--- config.mk ---
export PLATFORM = sky130hd
export DESIGN_NAME = hazard_forward_unit
export DESIGN_NICKNAME = d
export VERILOG_FILES = /design/src/rtl/hazard_forward_unit_pkg.sv /design/src/rtl/hazard_forward_unit_mc_tracker.sv /design/src/rtl/hazard_forward_unit.sv
export SDC_FILE = /design/constraint.sdc
export NUM_CORES = 1
export LEC_CHECK = 0
export ABC_CLOCK_PERIOD_IN_PS = 3400
export BUFFER_PORTS_ARGS = -buffer_cell sky130_fd_sc_hd__clkbuf_2
export CAP_MARGIN = 40
export CORE_MARGIN = 4
export CORE_UTILIZATION = 25
export CTS_CLUSTER_DIAMETER = 40
export DETAILED_ROUTE_END_ITERATION = 16
export GPL_ROUTABILITY_DRIVEN = 0
export GPL_TIMING_DRIVEN = 0
export PLACE_DENSITY = 0.5
export SYNTH_ARGS = -nofsm -noshare
export SYNTH_HDL_FRONTEND = slang
export SYNTH_SLANG_ARGS = --single-unit
--- constraint.sdc ---
create_clock -name clk -period 3.4 [get_ports clk]
set_clock_uncertainty 0.15 [all_clocks]
set_input_delay 1.02 -clock clk [delete_from_list [all_inputs] [get_ports clk]]
set_output_delay 1.02 -clock clk [all_outputs]
set_load 0.005 [all_outputs]
--- src/rtl/hazard_forward_unit_pkg.sv ---
// Shared encodings for the hazard/forwarding unit: ALU operand source selects
// and the multi-cycle tracker state.
package hazard_forward_unit_pkg;

  typedef enum logic [1:0] {
    FWD_NONE  = 2'b00,
    FWD_MEMWB = 2'b01,
    FWD_EXMEM = 2'b10
  } fwd_e;

  typedef enum logic [1:0] {
    MC_IDLE = 2'b00,
    MC_BUSY = 2'b01,
    MC_DONE = 2'b10
  } mc_state_e;

endpackage

--- src/rtl/hazard_forward_unit_mc_tracker.sv ---
// Tracks a multi-cycle (mul/div) op occupying EX: occupancy FSM, residency
// counter, latched destination register and a sticky overrun flag.
module mc_tracker
  import hazard_forward_unit_pkg::*;
#(
  parameter int REG_ADDR_W = 5,
  parameter int MC_LATENCY = 4
) (
  input  logic                  clk,
  input  logic                  rst,
  input  logic                  mc_start,
  input  logic [REG_ADDR_W-1:0] idex_rd,
  output logic [REG_ADDR_W-1:0] mc_rd,
  output logic                  mc_busy,
  output logic                  mc_done,
  output logic                  mc_overrun
);

  localparam int CNT_W = $clog2(MC_LATENCY);
  localparam logic [CNT_W-1:0] CNT_LOAD = CNT_W'(MC_LATENCY - 2);

  mc_state_e        state, state_nxt;
  logic [CNT_W-1:0] cnt;

  always_ff @(posedge clk or posedge rst) begin
    if (rst) state <= MC_IDLE;
    else     state <= state_nxt;
  end

  // BUSY holds for CNT_LOAD+1 cycles, i.e. MC_LATENCY-1; a new start in BUSY is dropped.
  always_comb begin
    state_nxt = state;
    case (state)
      MC_IDLE: if (mc_start) state_nxt = MC_BUSY;
      MC_BUSY: if (cnt == '0) state_nxt = MC_DONE;
      MC_DONE: state_nxt = mc_start ? MC_BUSY : MC_IDLE;
      default: state_nxt = MC_IDLE;
    endcase
  end

  always_comb begin
    mc_busy = (state == MC_BUSY);
    mc_done = (state == MC_DONE);
  end

  always_ff @(posedge clk or posedge rst) begin
    if (rst) begin
      cnt        <= '0;
      mc_rd      <= '0;
      mc_overrun <= 1'b0;
    end else begin
      if (state != MC_BUSY && mc_start) begin
        cnt   <= CNT_LOAD;
        mc_rd <= idex_rd;
      end else if (state == MC_BUSY && cnt != '0) begin
        cnt <= cnt - 1'b1;
      end
      if (state == MC_BUSY && mc_start) mc_overrun <= 1'b1;
    end
  end

endmodule

--- src/rtl/hazard_forward_unit.sv ---
// Pipeline hazard unit: EX operand forwarding, load-use and multi-cycle
// dependency stalls, and branch flush of IF/ID.
module hazard_forward_unit
  import hazard_forward_unit_pkg::*;
#(
  parameter int REG_ADDR_W = 5,
  parameter int MC_LATENCY = 4
) (
  input  logic                  clk,
  input  logic                  rst,
  input  logic [REG_ADDR_W-1:0] ifid_rs,
  input  logic [REG_ADDR_W-1:0] ifid_rt,
  input  logic [REG_ADDR_W-1:0] idex_rs,
  input  logic [REG_ADDR_W-1:0] idex_rt,
  input  logic [REG_ADDR_W-1:0] idex_rd,
  input  logic                  idex_wr,
  input  logic                  idex_memread,
  input  logic [REG_ADDR_W-1:0] exmem_rd,
  input  logic                  exmem_wr,
  input  logic [REG_ADDR_W-1:0] memwb_rd,
  input  logic                  memwb_wr,
  input  logic                  mc_start,
  input  logic                  branch_taken,
  output logic [1:0]            fwd_a,
  output logic [1:0]            fwd_b,
  output logic                  stall,
  output logic                  bubble,
  output logic                  flush_ifid,
  output logic                  mc_busy,
  output logic                  mc_done,
  output logic                  mc_overrun
);

  logic [REG_ADDR_W-1:0] mc_rd;
  logic                  load_use, mc_hazard;

  // The younger producer (EX/MEM) wins over MEM/WB; r0 never forwards.
  function automatic logic [1:0] fwd_sel(
    input logic [REG_ADDR_W-1:0] src,
    input logic [REG_ADDR_W-1:0] em_rd,
    input logic                  em_wr,
    input logic [REG_ADDR_W-1:0] mw_rd,
    input logic                  mw_wr
  );
    if (em_wr && em_rd != '0 && em_rd == src)      return FWD_EXMEM;
    else if (mw_wr && mw_rd != '0 && mw_rd == src) return FWD_MEMWB;
    else                                           return FWD_NONE;
  endfunction

  mc_tracker #(
    .REG_ADDR_W (REG_ADDR_W),
    .MC_LATENCY (MC_LATENCY)
  ) u_mc (
    .clk        (clk),
    .rst        (rst),
    .mc_start   (mc_start),
    .idex_rd    (idex_rd),
    .mc_rd      (mc_rd),
    .mc_busy    (mc_busy),
    .mc_done    (mc_done),
    .mc_overrun (mc_overrun)
  );

  always_comb begin
    fwd_a = fwd_sel(idex_rs, exmem_rd, exmem_wr, memwb_rd, memwb_wr);
    fwd_b = fwd_sel(idex_rt, exmem_rd, exmem_wr, memwb_rd, memwb_wr);
  end

  // A taken branch squashes IF/ID, so holding it would be pointless; the
  // bubble is still needed to keep the stalled consumer out of EX.
  always_comb begin
    load_use   = idex_memread && idex_wr && idex_rd != '0 &&
                 (idex_rd == ifid_rs || idex_rd == ifid_rt);
    mc_hazard  = mc_busy && mc_rd != '0 &&
                 (mc_rd == ifid_rs || mc_rd == ifid_rt);
    bubble     = load_use || mc_hazard;
    stall      = bubble && !branch_taken;
    flush_ifid = branch_taken;
  end

endmodule

=== After elaboration in Yosys (flattened, before gate mapping) ===
Cells that the tools add are included.
Widths: inputs -> output; s select.

* Register bits: 10
* Bits of input ports: 43

* Reduce and logical (&&, ||, !) cells: 28
* Equality and inequality tests: 13
* Add/subtract/negate cells: 1
* Muxes and demuxes: 10

{| class="wikitable"
|+ Operator list
! kind !! number
|-
| $eq 5x5->1 || 8
|-
| $reduce_bool 5->1 || 4
|-
| $logic_and 1x1->1 || 15
|-
| $mux 2 || 6
|-
| $pmux 2 s3 || 1
|-
| $logic_not 2->1 || 2
|-
| $ne 2x1->1 const B || 2
|-
| $reduce_bool 2->1 || 2
|-
| $logic_or 1x1->1 || 3
|-
| $mux 1 || 3
|-
| $eq 2x1->1 const B || 1
|-
| $eq 2x2->1 const B || 1
|-
| $ne 2x2->1 const B || 1
|-
| $reduce_and 2->1 || 1
|-
| $sub 2x1->2 const B || 1
|-
| $logic_not 1->1 || 1
|}

=== Depth between registers and ports, before layout ===
Gate-level depths: netlist (run 1).

* Depth in word-level cells: 5
* Depth in mapped cells: 5

=== Hierarchy ===
Synthesis (run 1) repeated with hierarchy kept, for this count alone.

* Cells, all modules: 103
* Area total of the unflattened synthesis: 997.2 um^2

{| class="wikitable"
|+ Modules (own cells, without submodules)
! module !! times used !! cells each !! area an instance (um^2)
|-
| hazard_forward_unit || 1 || 70 || 548.0
|-
| mc_tracker || 1 || 33 || 449.2
|}

=== Worst setup path before layout (run 1) ===
OpenSTA, ideal clock, no wires.

* Kind: input port to output port
* Start point: input port exmem_rd[4]
* End point: output port fwd_a[0]
* Stages: 4
* Path slack: 0.170 ns
* Arrival time: 2.060 ns
* Required time: 2.230 ns
* Path through: or4_1 > o21ai_2 > nor4_1 > nor4_2

* Longest elaborated chain between the ends: 4
* Elaborated cells between the ends (all ways): 5
* Those cells by class: eq/ne (1); mux (1); reduce/logical (3)

{| class="wikitable"
|+ RTL lines
! item !! RTL line !! text
|-
| start, declared || hazard_forward_unit.sv:18 || <nowiki>input logic [REG_ADDR_W-1:0] exmem_rd,</nowiki>
|-
| $reduce_bool 5->1 || hazard_forward_unit.sv:45 || <nowiki>if (em_wr && em_rd != '0 && em_rd == src) return FWD_EXMEM;</nowiki>
|-
| $logic_and 1x1->1 || hazard_forward_unit.sv:45 ||
|-
| $logic_and 1x1->1 * || hazard_forward_unit.sv:45 ||
|-
| $mux 2 * || hazard_forward_unit.sv:45 ||
|-
| end, declared || hazard_forward_unit.sv:24 || <nowiki>output logic [1:0] fwd_a,</nowiki>
|}

Every way passes the cells marked *; elsewhere a longest branch is shown, timed or not.

=== Worst setup path in the final report (run 1) ===
* Start point: input port memwb_rd[0]
* End point: output port fwd_a[0]

* Longest elaborated chain between the ends: 5
* Elaborated cells between the ends (all ways): 6
* Those cells by class: eq/ne (1); mux (2); reduce/logical (3)

{| class="wikitable"
|+ RTL lines
! item !! RTL line !! text
|-
| start, declared || hazard_forward_unit.sv:20 || <nowiki>input logic [REG_ADDR_W-1:0] memwb_rd,</nowiki>
|-
| $reduce_bool 5->1 || hazard_forward_unit.sv:46 || <nowiki>else if (mw_wr && mw_rd != '0 && mw_rd == src) return FWD_MEMWB;</nowiki>
|-
| $logic_and 1x1->1 || hazard_forward_unit.sv:46 ||
|-
| $logic_and 1x1->1 * || hazard_forward_unit.sv:46 ||
|-
| $mux 1 * || hazard_forward_unit.sv:46 ||
|-
| $mux 2 * || hazard_forward_unit.sv:45 ||
|}

Marks and branches as above.

==> impl_metrics.json, run 1 <==
{
  "status": "finished with violations",
  "violations": "setup timing",
  "remaining_drc_errors": 0,
  "rsz0062_at_grt": "yes",
  "post_drt_wl_per_cell_um": 13.36,
  "final_antenna_net_count": 0,
  "final.period_utilization_pct": 102.0,
  "slew_headroom_pct": 75.82,
  "coreArea_um2": 3689,
  "finalHoldViolCount": 0,
  "antenna_cells": 0,
  "synthesis.nets": 148,
  "ir_drop_v": 0.0003639,
  "grt_max_degree": 11,
  "dp_worst_setup_slack_ns": -0.1427,
  "cp.required_ns": 2.23,
  "synth_seq_cells": 10,
  "cp-end-kind": "output pin",
  "cap_viol_max_count": 0,
  "cts_buffers": 3,
  "grt_overflow_total": 0,
  "worstSkewPairLatency_ns": 0.23,
  "finalWorstSetupSlack_ns": -0.06968,
  "p_per_area_nw_per_um2": 443.5,
  "drt-total-wl_um": 2873,
  "hpwl_um": 2275,
  "yosys_warnings": 0,
  "clk_pin_slew_worst_paths_ns": 0.04,
  "cp.arrival_ns": 2.30,
  "netlist_area_um2": 955.9,
  "cts.sinks": 10,
  "track_usage_pct": 11.43,
  "drv_slew": 0,
  "synth_area_leaders": "xor2_1 (31%), dfrtp_1 (26%), mux2_2 (5.9%), xnor2_1 (5.5%), or4_1 (4.7%)",
  "start_util_pct": 25.92,
  "synth_edf_count": 0,
  "postSynthCellCount": 104,
  "critPathLaunchType": "input pin",
  "synth_cell_type_count": 27,
  "placed_area_um2": 1276,
  "setup_viol": 4,
  "r2r_start": "u_mc.state[1]",
  "synth_ff_type": "dfrtp_1",
  "hp-class": "flop to flop",
  "die_h_um": 69.84,
  "first_pass_iters": 4,
  "path_class": "input pin to output pin",
  "drtIter0Drc": 10,
  "rr_worst_depth": 3,
  "synth_top_area_share_pct": 31.15,
  "finalNetCount": 213,
  "fmaxAchievable_mhz": 288.2,
  "tightest_slew_ns": 0.3589,
  "critPathCapture": "fwd_a[0]",
  "pin_count": 53,
  "core.rowCount": 22,
  "grt_antenna_before_repair": 0,
  "critPathMaxFanout": 3,
  "r2r_end": "u_mc.mc_rd[3]",
  "min_from": "u_mc.mc_overrun",
  "port_buffers": 52,
  "cts_tree": "yes",
  "avgSynthCellArea_um2": 9.192,
  "cts_htree_levels": 1,
  "power.leakage_uw": 0.0007145,
  "drive_gt1_share_pct": 47.90,
  "synthArstFlopShare_pct": 100.0,
  "yosys.area.top_type": "xor2_1",
  "syn_to_final_growth_pct": 57.20,
  "yosysSeqAreaShare_pct": 26.18,
  "final_area_um2": 1503,
  "grt_pass1_wl_um": 4560,
  "first_global_vias": 1061,
  "clockBufferDepth": 2,
  "die_area_um2": 4877,
  "num_vias": 972,
  "yosysMostFrequentCell": "xor2_1",
  "via_per_inst": 4.521,
  "min_period_ns": 3.470,
  "critPathLaunch": "memwb_rd[0]",
  "p_total_uw": 666.4,
  "synthTopCellsByCount": "xor2_1 (34), dfrtp_1 (10), inv_1 (6), or4_1 (6), xnor2_1 (6)",
  "cts.root.buffer_cell": "clkbuf_8",
  "r2r_setup_slack_ns": 1.94,
  "chipWidth_um": 69.84
}
==> worst min path at each step <==
stage | endpoint | depth (start not counted)
6_report | u_mc.mc_overrun | 1
2_1_floorplan | u_mc.cnt[0] | 1
4_1_cts | u_mc.cnt[0] | 1
3_5_place_dp | u_mc.mc_overrun | 1
5_1_grt | u_mc.mc_overrun | 1
3_3_place_gp | u_mc.mc_overrun | 1
==> cell families (layout without fill, tap and decap cells) <==
family,after synthesis,after routing,share of synthesized area [%]
fa+ha+maj,1,1,1.309
buf+inv,7,70,3.141
simple gates,27,27,16.89
flops,10,10,26.18
xor+xnor,40,40,36.65
mux,5,5,5.890
compound gates,14,14,9.946
==> cell type report <==
| class | count | area (um^2) |
|---|---|---|
| Fill cell | 381 | 2186 |
| Tap cell | 48 | 60.06 |
| Multi-Input combinational cell | 87 | 739.5 |
| Timing Repair Buffer | 60 | 381.6 |
| Sequential cell | 10 | 250.2 |
| Buffer | 1 | 7.507 |
| Clock buffer | 3 | 41.29 |
| Inverter | 6 | 22.52 |
==> metal layers <==
metal  global-route usage (%)  routed length [um]  vias up  part of all wire (%)
li1                         -                   -      489                     -
met1                    12.12                1115      436                    39
met2                    21.20                1499       39                    52
met3                    2.174                 189        8                   6.6
met4                    5.745                  68        0                   2.4
met5                        0                   0        -                     0
==> worst max-delay path: stages <==
cell and delay, ns:
clkbuf_2 0.12, xor2_1 0.16, or4_1 0.55, nor4_2 0.29, buf_2 0.15
==> metrics by stage <==
step                      instances  TNS, ns  utilization (%)  hold WS (ns)
after floorplan                 104        0                -        0.2846
after global placement          204  -0.2402            34.60        0.2879
after detailed placement        204  -0.2718            34.60        0.3122
after CTS                       212  -0.1463            38.87        0.3215
after global routing            215  -0.3688            40.74        0.3416
final                           215  -0.1401            40.74        0.3125
==> where the power goes <==
group	internal (uW)	total (uW)	switching, uW
logic	163	327	164
clock network	76.9	116	39.1
registers	172	224	51.2
==> flip-flops by register name, summed over array words and instances, names as in the netlist <==
| register | flops |
|---|---|
| u_mc.cnt | 2 |
| u_mc.mc_overrun | 1 |
| u_mc.mc_rd | 5 |
| u_mc.state | 2 |
==> placed cells by master (no fill, tap or decap), drive strengths merged, types with 2 or more instances in the layout <==
cell type / instances
a21o: 2
a21oi: 2
a22oi: 2
buf: 19
clkbuf: 45
dfrtp: 10
inv: 6
mux2: 5
nand2: 3
nand3: 2
nor2: 5
nor3: 4
nor4: 4
o21ai: 3
o22ai: 2
or4: 6
xnor2: 6
xor2: 34
==> repair_timing <==
action,4_1_cts,5_1_grt
resized for setup,12,21
setup endpoints to repair,2,5
hold buffers,0,0
pin swaps,7,5
buffers inserted,5,3
Power figures use the tool's default switching activity.
==> run 2: changes to the inputs <==
ABC_CLOCK_PERIOD_IN_PS = 3700   (was 3400)
clock period = 3.7 ns   (was 3.4 ns; I/O delays follow)
==> impl_metrics.json, run 2 (synthesis results as in run 1) <==
{
  "ctsHoldBuffers": 0,
  "track_usage_pct": 10.78,
  "syn_to_final_growth_pct": 41.23,
  "status": "finished clean",
  "post_drt_wl_per_cell_um": 12.46,
  "route.top_layer_used": "met4",
  "worstPathCellList": "clkbuf_2 > or4_4 > o21ai_1 > or4_4 > nor4_2 > buf_2",
  "critPathLaunchType": "input pin",
  "tightest_slew_ns": 0.4585,
  "cts.root.buffer_cell": "clkbuf_8",
  "die_area_um2": 4877,
  "layout_common_cells": "clkbuf_2 (49), xor2_1 (34), dfrtp_1 (10)",
  "fmaxAchievable_mhz": 276.1,
  "cp.arrival_ns": 2.36,
  "cap_viol_max_count": 0,
  "worstSkewPairLatency_ns": 0.23,
  "critPathMaxFanout": 3,
  "largest_register": "u_mc.mc_rd",
  "rsz0062_at_grt": "no",
  "chipWidth_um": 69.84,
  "cts_tree": "yes",
  "final_util_pct": 36.60,
  "antenna_cells": 0,
  "mostFrequentLayoutCell": "clkbuf_2",
  "path_class": "input pin to output pin",
  "final.period_utilization_pct": 97.90,
  "final_antenna_net_count": 0,
  "grt_overflow_total": 0,
  "r2r_setup_slack_ns": 2.23,
  "largest_register_ffs": 5,
  "die_h_um": 69.84,
  "drive_gt1_share_pct": 43.13,
  "m1WireLength_um": 1014,
  "setup_viol": 0,
  "finalWorstSetupSlack_ns": 0.07779,
  "slowest_stage": "or4_4",
  "route.met3.wl_um": 203,
  "reg_top3": "u_mc.mc_rd x5, u_mc.cnt x2, u_mc.state x2",
  "hpwl_um": 2275,
  "cts.sinks": 10,
  "power.leakage_uw": 0.0006525,
  "via_per_inst": 4.529,
  "slew_headroom_pct": 69.15,
  "grt_max_degree": 11,
  "first_global_vias": 1021,
  "grt_pass1_wl_um": 4353,
  "cp-end-kind": "output pin",
  "drtIter0Drc": 9,
  "port_buffers": 52,
  "finalNetCount": 206,
  "cts_htree_levels": 1,
  "crit_top_cell": "or4_4",
  "core.rowCount": 22,
  "ir_drop_v": 0.0003292,
  "p_per_area_nw_per_um2": 436.2,
  "multi_input_area_um2": 698.2,
  "hp-class": "flop to flop",
  "min_period_ns": 3.622,
  "clockBufferDepth": 2,
  "first_pass_iters": 4,
  "grt_antenna_before_repair": 0,
  "cts_buffers": 3,
  "final-seq-area_um2": 250.2,
  "coreArea_um2": 3689,
  "drt-total-wl_um": 2592,
  "num_vias": 942,
  "timing.setup.tns_ns": 0,
  "remaining_drc_errors": 0,
  "drv_slew": 0,
  "cp_slowest_stage_delay_ns": 0.54,
  "pin_count": 53,
  "fillers": 389,
  "start_util_pct": 25.92,
  "clk_pin_slew_worst_paths_ns": 0.04,
  "dr_wl_met2_um": 1326,
  "dp_worst_setup_slack_ns": -0.02272,
  "cp.required_ns": 2.44,
  "finalHoldViolCount": 0
}
==> run 2: cell types whose count changed in the layout (fill, tap and decap cells not counted), sizes merged <==
cell	delta
clkbuf	+7
buf	-14
==> run 2: routing by layer <==
metal  vias up  GRT usage (%)
met5         -              0
met4         0          4.894
met3         6          2.319
met2        39          19.73
met1       423          11.68
li1        474              -
==> run 2: where the power goes <==
part | switching (uW) | internal [uW] | total [uW] | leakage (uW)
clock | 35.9 | 70.6 | 107 | 0.0000216
combinational | 140 | 137 | 277 | 0.000516
sequential | 47.2 | 158 | 206 | 0.000115
total | 223 | 366 | 589 | 0.000652
==> run 2: stage by stage <==
stage	hold slack, ns	instances	area [um^2]	total power, uW
2_1_floorplan	0.2846	104	955.9	385.3
3_3_place_gp	0.2879	204	1276	475.6
3_5_place_dp	0.3122	204	1276	484.6
4_1_cts	0.3215	208	1340	598.9
5_1_grt	0.3416	208	1350	655.2
6_report	0.3125	208	1350	588.9
==> run 2: area by class of cell <==
class,instances,share of cell area [%]
repair buffers,53,20.02
clock buffers,3,3.058
well taps,48,4.449
inverters,6,1.668
flip-flops and latches,10,18.54
plain buffers,1,0.5561
multi-input cells,87,51.71
==> run 2: critical path: cells and delay by family <==
| family | cells | cell delay (ns) |
|---|---|---|
| AOI/OAI and AO/OA | 1 | 0.06 |
| buffers and inverters | 2 | 0.28 |
| and+or+nand+nor | 3 | 0.91 |
==> run 2: final timing paths <==
check                                start               to  depth (start not counted)
hold / removal             u_mc.mc_overrun  u_mc.mc_overrun                          1
setup / recovery               memwb_rd[4]         fwd_b[0]                          6
hold reg to reg            u_mc.mc_overrun  u_mc.mc_overrun                          1
setup reg to reg             u_mc.state[1]    u_mc.mc_rd[3]                          3
max in group asynchronous              rst      u_mc.cnt[0]                          2
min in group asynchronous              rst    u_mc.mc_rd[4]                          2
==> run 2: repair_timing <==
action                                  4_1_cts  5_1_grt
cloned                                        0        0
gates resized for setup                       2        6
buffers inserted                              1        0
pin swaps                                     3        2
endpoints found under the setup margin        2        2
==> run 3: changes to the inputs <==
--- a/config.mk
+++ b/config.mk
@@ -16,4 +16,5 @@
 export GPL_TIMING_DRIVEN = 0
 export PLACE_DENSITY = 0.5
+export SETUP_SLACK_MARGIN = 0.2
 export SYNTH_ARGS = -nofsm -noshare
 export SYNTH_HDL_FRONTEND = slang
==> constraint.sdc (replaced) <==
create_clock -name clk -period 3.7 [get_ports clk]
set_clock_uncertainty 0.15 [all_clocks]
set_input_delay 1.11 -clock clk [delete_from_list [all_inputs] [get_ports clk]]
set_output_delay 1.11 -clock clk [all_outputs]
set_load 0.1 [all_outputs]
==> impl_metrics.json, run 3 (synthesis results as in run 1) <==
{
  "status": "finished with violations",
  "violations": "setup timing",
  "final.period_utilization_pct": 101.0,
  "chipWidth_um": 69.84,
  "drv_slew": 0,
  "grt_overflow_total": 0,
  "cts_htree_levels": 1,
  "finalNetCount": 209,
  "final_util_pct": 44.10,
  "first_global_vias": 1037,
  "cts.sinks": 10,
  "min_period_ns": 3.739,
  "syn_to_final_growth_pct": 70.16,
  "track_usage_pct": 11.48,
  "drtIter0Drc": 13,
  "via_per_inst": 4.460,
  "cp.arrival_ns": 2.48,
  "path_class": "input pin to output pin",
  "rsz0062_at_grt": "yes",
  "largest_register": "u_mc.mc_rd",
  "cts.root.buffer_cell": "clkbuf_8",
  "placed_area_um2": 1401,
  "pin_count": 53,
  "first_pass_iters": 2,
  "critPathLaunchType": "input pin",
  "r2r_end": "u_mc.mc_rd[0]",
  "fmaxAchievable_mhz": 267.5,
  "clk_pin_slew_worst_paths_ns": 0.05,
  "r2r_setup_slack_ns": 2.26,
  "grt_busiest_layer": "met2",
  "post_drt_wl_per_cell_um": 12.91,
  "drt-total-wl_um": 2724,
  "min_from": "u_mc.mc_overrun",
  "final_antenna_net_count": 0,
  "min_to": "u_mc.mc_overrun",
  "grt_pass1_wl_um": 4705,
  "hp-class": "flop to flop",
  "dp_worst_setup_slack_ns": -0.3251,
  "finalWorstSetupSlack_ns": -0.03873,
  "die_area_um2": 4877,
  "critPathMaxFanout": 3,
  "drive_gt1_share_pct": 52.15,
  "cp.buffers_inverters": 2,
  "antenna_cells": 0,
  "layout_common_cells": "clkbuf_2 (40), xor2_1 (34), dfrtp_1 (10)",
  "grt_antenna_before_repair": 0,
  "use_met2_pct": 21.30,
  "hpwl_um": 2348,
  "final_area_um2": 1627,
  "worstPathCellList": "clkbuf_16 > or4_4 > o21ai_4 > nor4_4 > nor4_4 > buf_8",
  "p_total_uw": 743.3,
  "slowest_stage": "or4_4",
  "worstSkewPairLatency_ns": 0.23,
  "hold_depth": 1,
  "whs_ns": 0.3095,
  "cp_slowest_stage_delay_ns": 0.53,
  "clockBufferDepth": 2,
  "largest_register_ffs": 5,
  "grt_util_met3_pct": 1.594,
  "tightest_slew_ns": 0.5711,
  "cp.required_ns": 2.44,
  "core.rowCount": 22,
  "r2r_start": "u_mc.state[1]",
  "p_per_area_nw_per_um2": 457.0,
  "remaining_drc_errors": 0,
  "slew_headroom_pct": 61.53,
  "finalHoldViolCount": 0,
  "cts_buffers": 3,
  "power.leakage_uw": 0.0007505,
  "grt_max_degree": 11,
  "mostFrequentLayoutCell": "clkbuf_2",
  "rr_worst_depth": 3,
  "reg_top3": "u_mc.mc_rd x5, u_mc.cnt x2, u_mc.state x2",
  "coreArea_um2": 3689,
  "ir_drop_v": 0.0003644,
  "start_util_pct": 25.92,
  "cap_viol_max_count": 0,
  "num_vias": 941,
  "crit_top_cell": "nor4_4",
  "ctsHoldBuffers": 0,
  "cp_top_family": "simple AND/OR/NAND/NOR gates",
  "port_buffers": 52,
  "die_h_um": 69.84,
  "grtUsageMet1_pct": 13.85,
  "cts_tree": "yes",
  "setup_viol": 2,
  "cp-end-kind": "output pin"
}
-- run 3: cell count changes in the layout (fill, tap and decap cells not counted), moves of 3 or more --
cell,change
buf_8,+6
clkbuf_2,-9
clkbuf_8,+3
nor4_4,+3
xnor2_1,-6
xnor2_2,+6
-- run 3: through the flow --
stage | setup TNS, ns | std cells
final | -0.07232 | 211
after global routing | -0.1587 | 211
after CTS | -0.1976 | 209
after detailed placement | -1.198 | 204
after global placement | -1.139 | 204
after floorplan | -1.975 | 104
-- run 3: area by class of cell --
| type | count | area, um^2 |
|---|---|---|
| Multi-Input combinational cell | 87 | 824.5 |
| Clock buffer | 3 | 41.29 |
| Timing Repair Buffer | 56 | 420.4 |
| Fill cell | 357 | 2062 |
| Tap cell | 48 | 60.06 |
| Sequential cell | 10 | 250.2 |
| Buffer | 1 | 7.507 |
| Inverter | 6 | 22.52 |
-- run 3: power by group --
group,switching (uW),internal [uW],total (uW),leakage [uW]
registers,48.2,158,207,0.000115
clock network,35.9,70.7,107,0.0000216
logic,262,168,430,0.000614
total,346,397,743,0.000751
-- run 3: layer usage --
layer,wire (um),up-vias
met5,0,-
met4,12,0
met3,125,2
met2,1454,24
met1,1132,433
li1,-,482
-- run 3: repair_timing --
action	CTS	global route
endpoints found under the hold margin	0	0
setup buffers	2	2
pin swaps	4	7
endpoints found under the setup margin	6	6
resized for setup	25	10
-- run 3: how the worst max path moves through the flow --
| stage | startpoint | end | slack (ns) | cells past startpoint |
|---|---|---|---|---|
| 6_report | exmem_rd[4] | fwd_a[0] | -0.04 | 6 |
| 5_1_grt | exmem_rd[4] | fwd_a[0] | -0.09 | 6 |
| 4_1_cts | memwb_rd[1] | fwd_b[0] | -0.10 | 6 |
| 3_5_place_dp | memwb_rd[1] | fwd_b[0] | -0.33 | 6 |
| 3_3_place_gp | memwb_rd[2] | fwd_a[0] | -0.32 | 6 |
| 2_1_floorplan | exmem_rd[4] | fwd_a[0] | -0.62 | 4 |
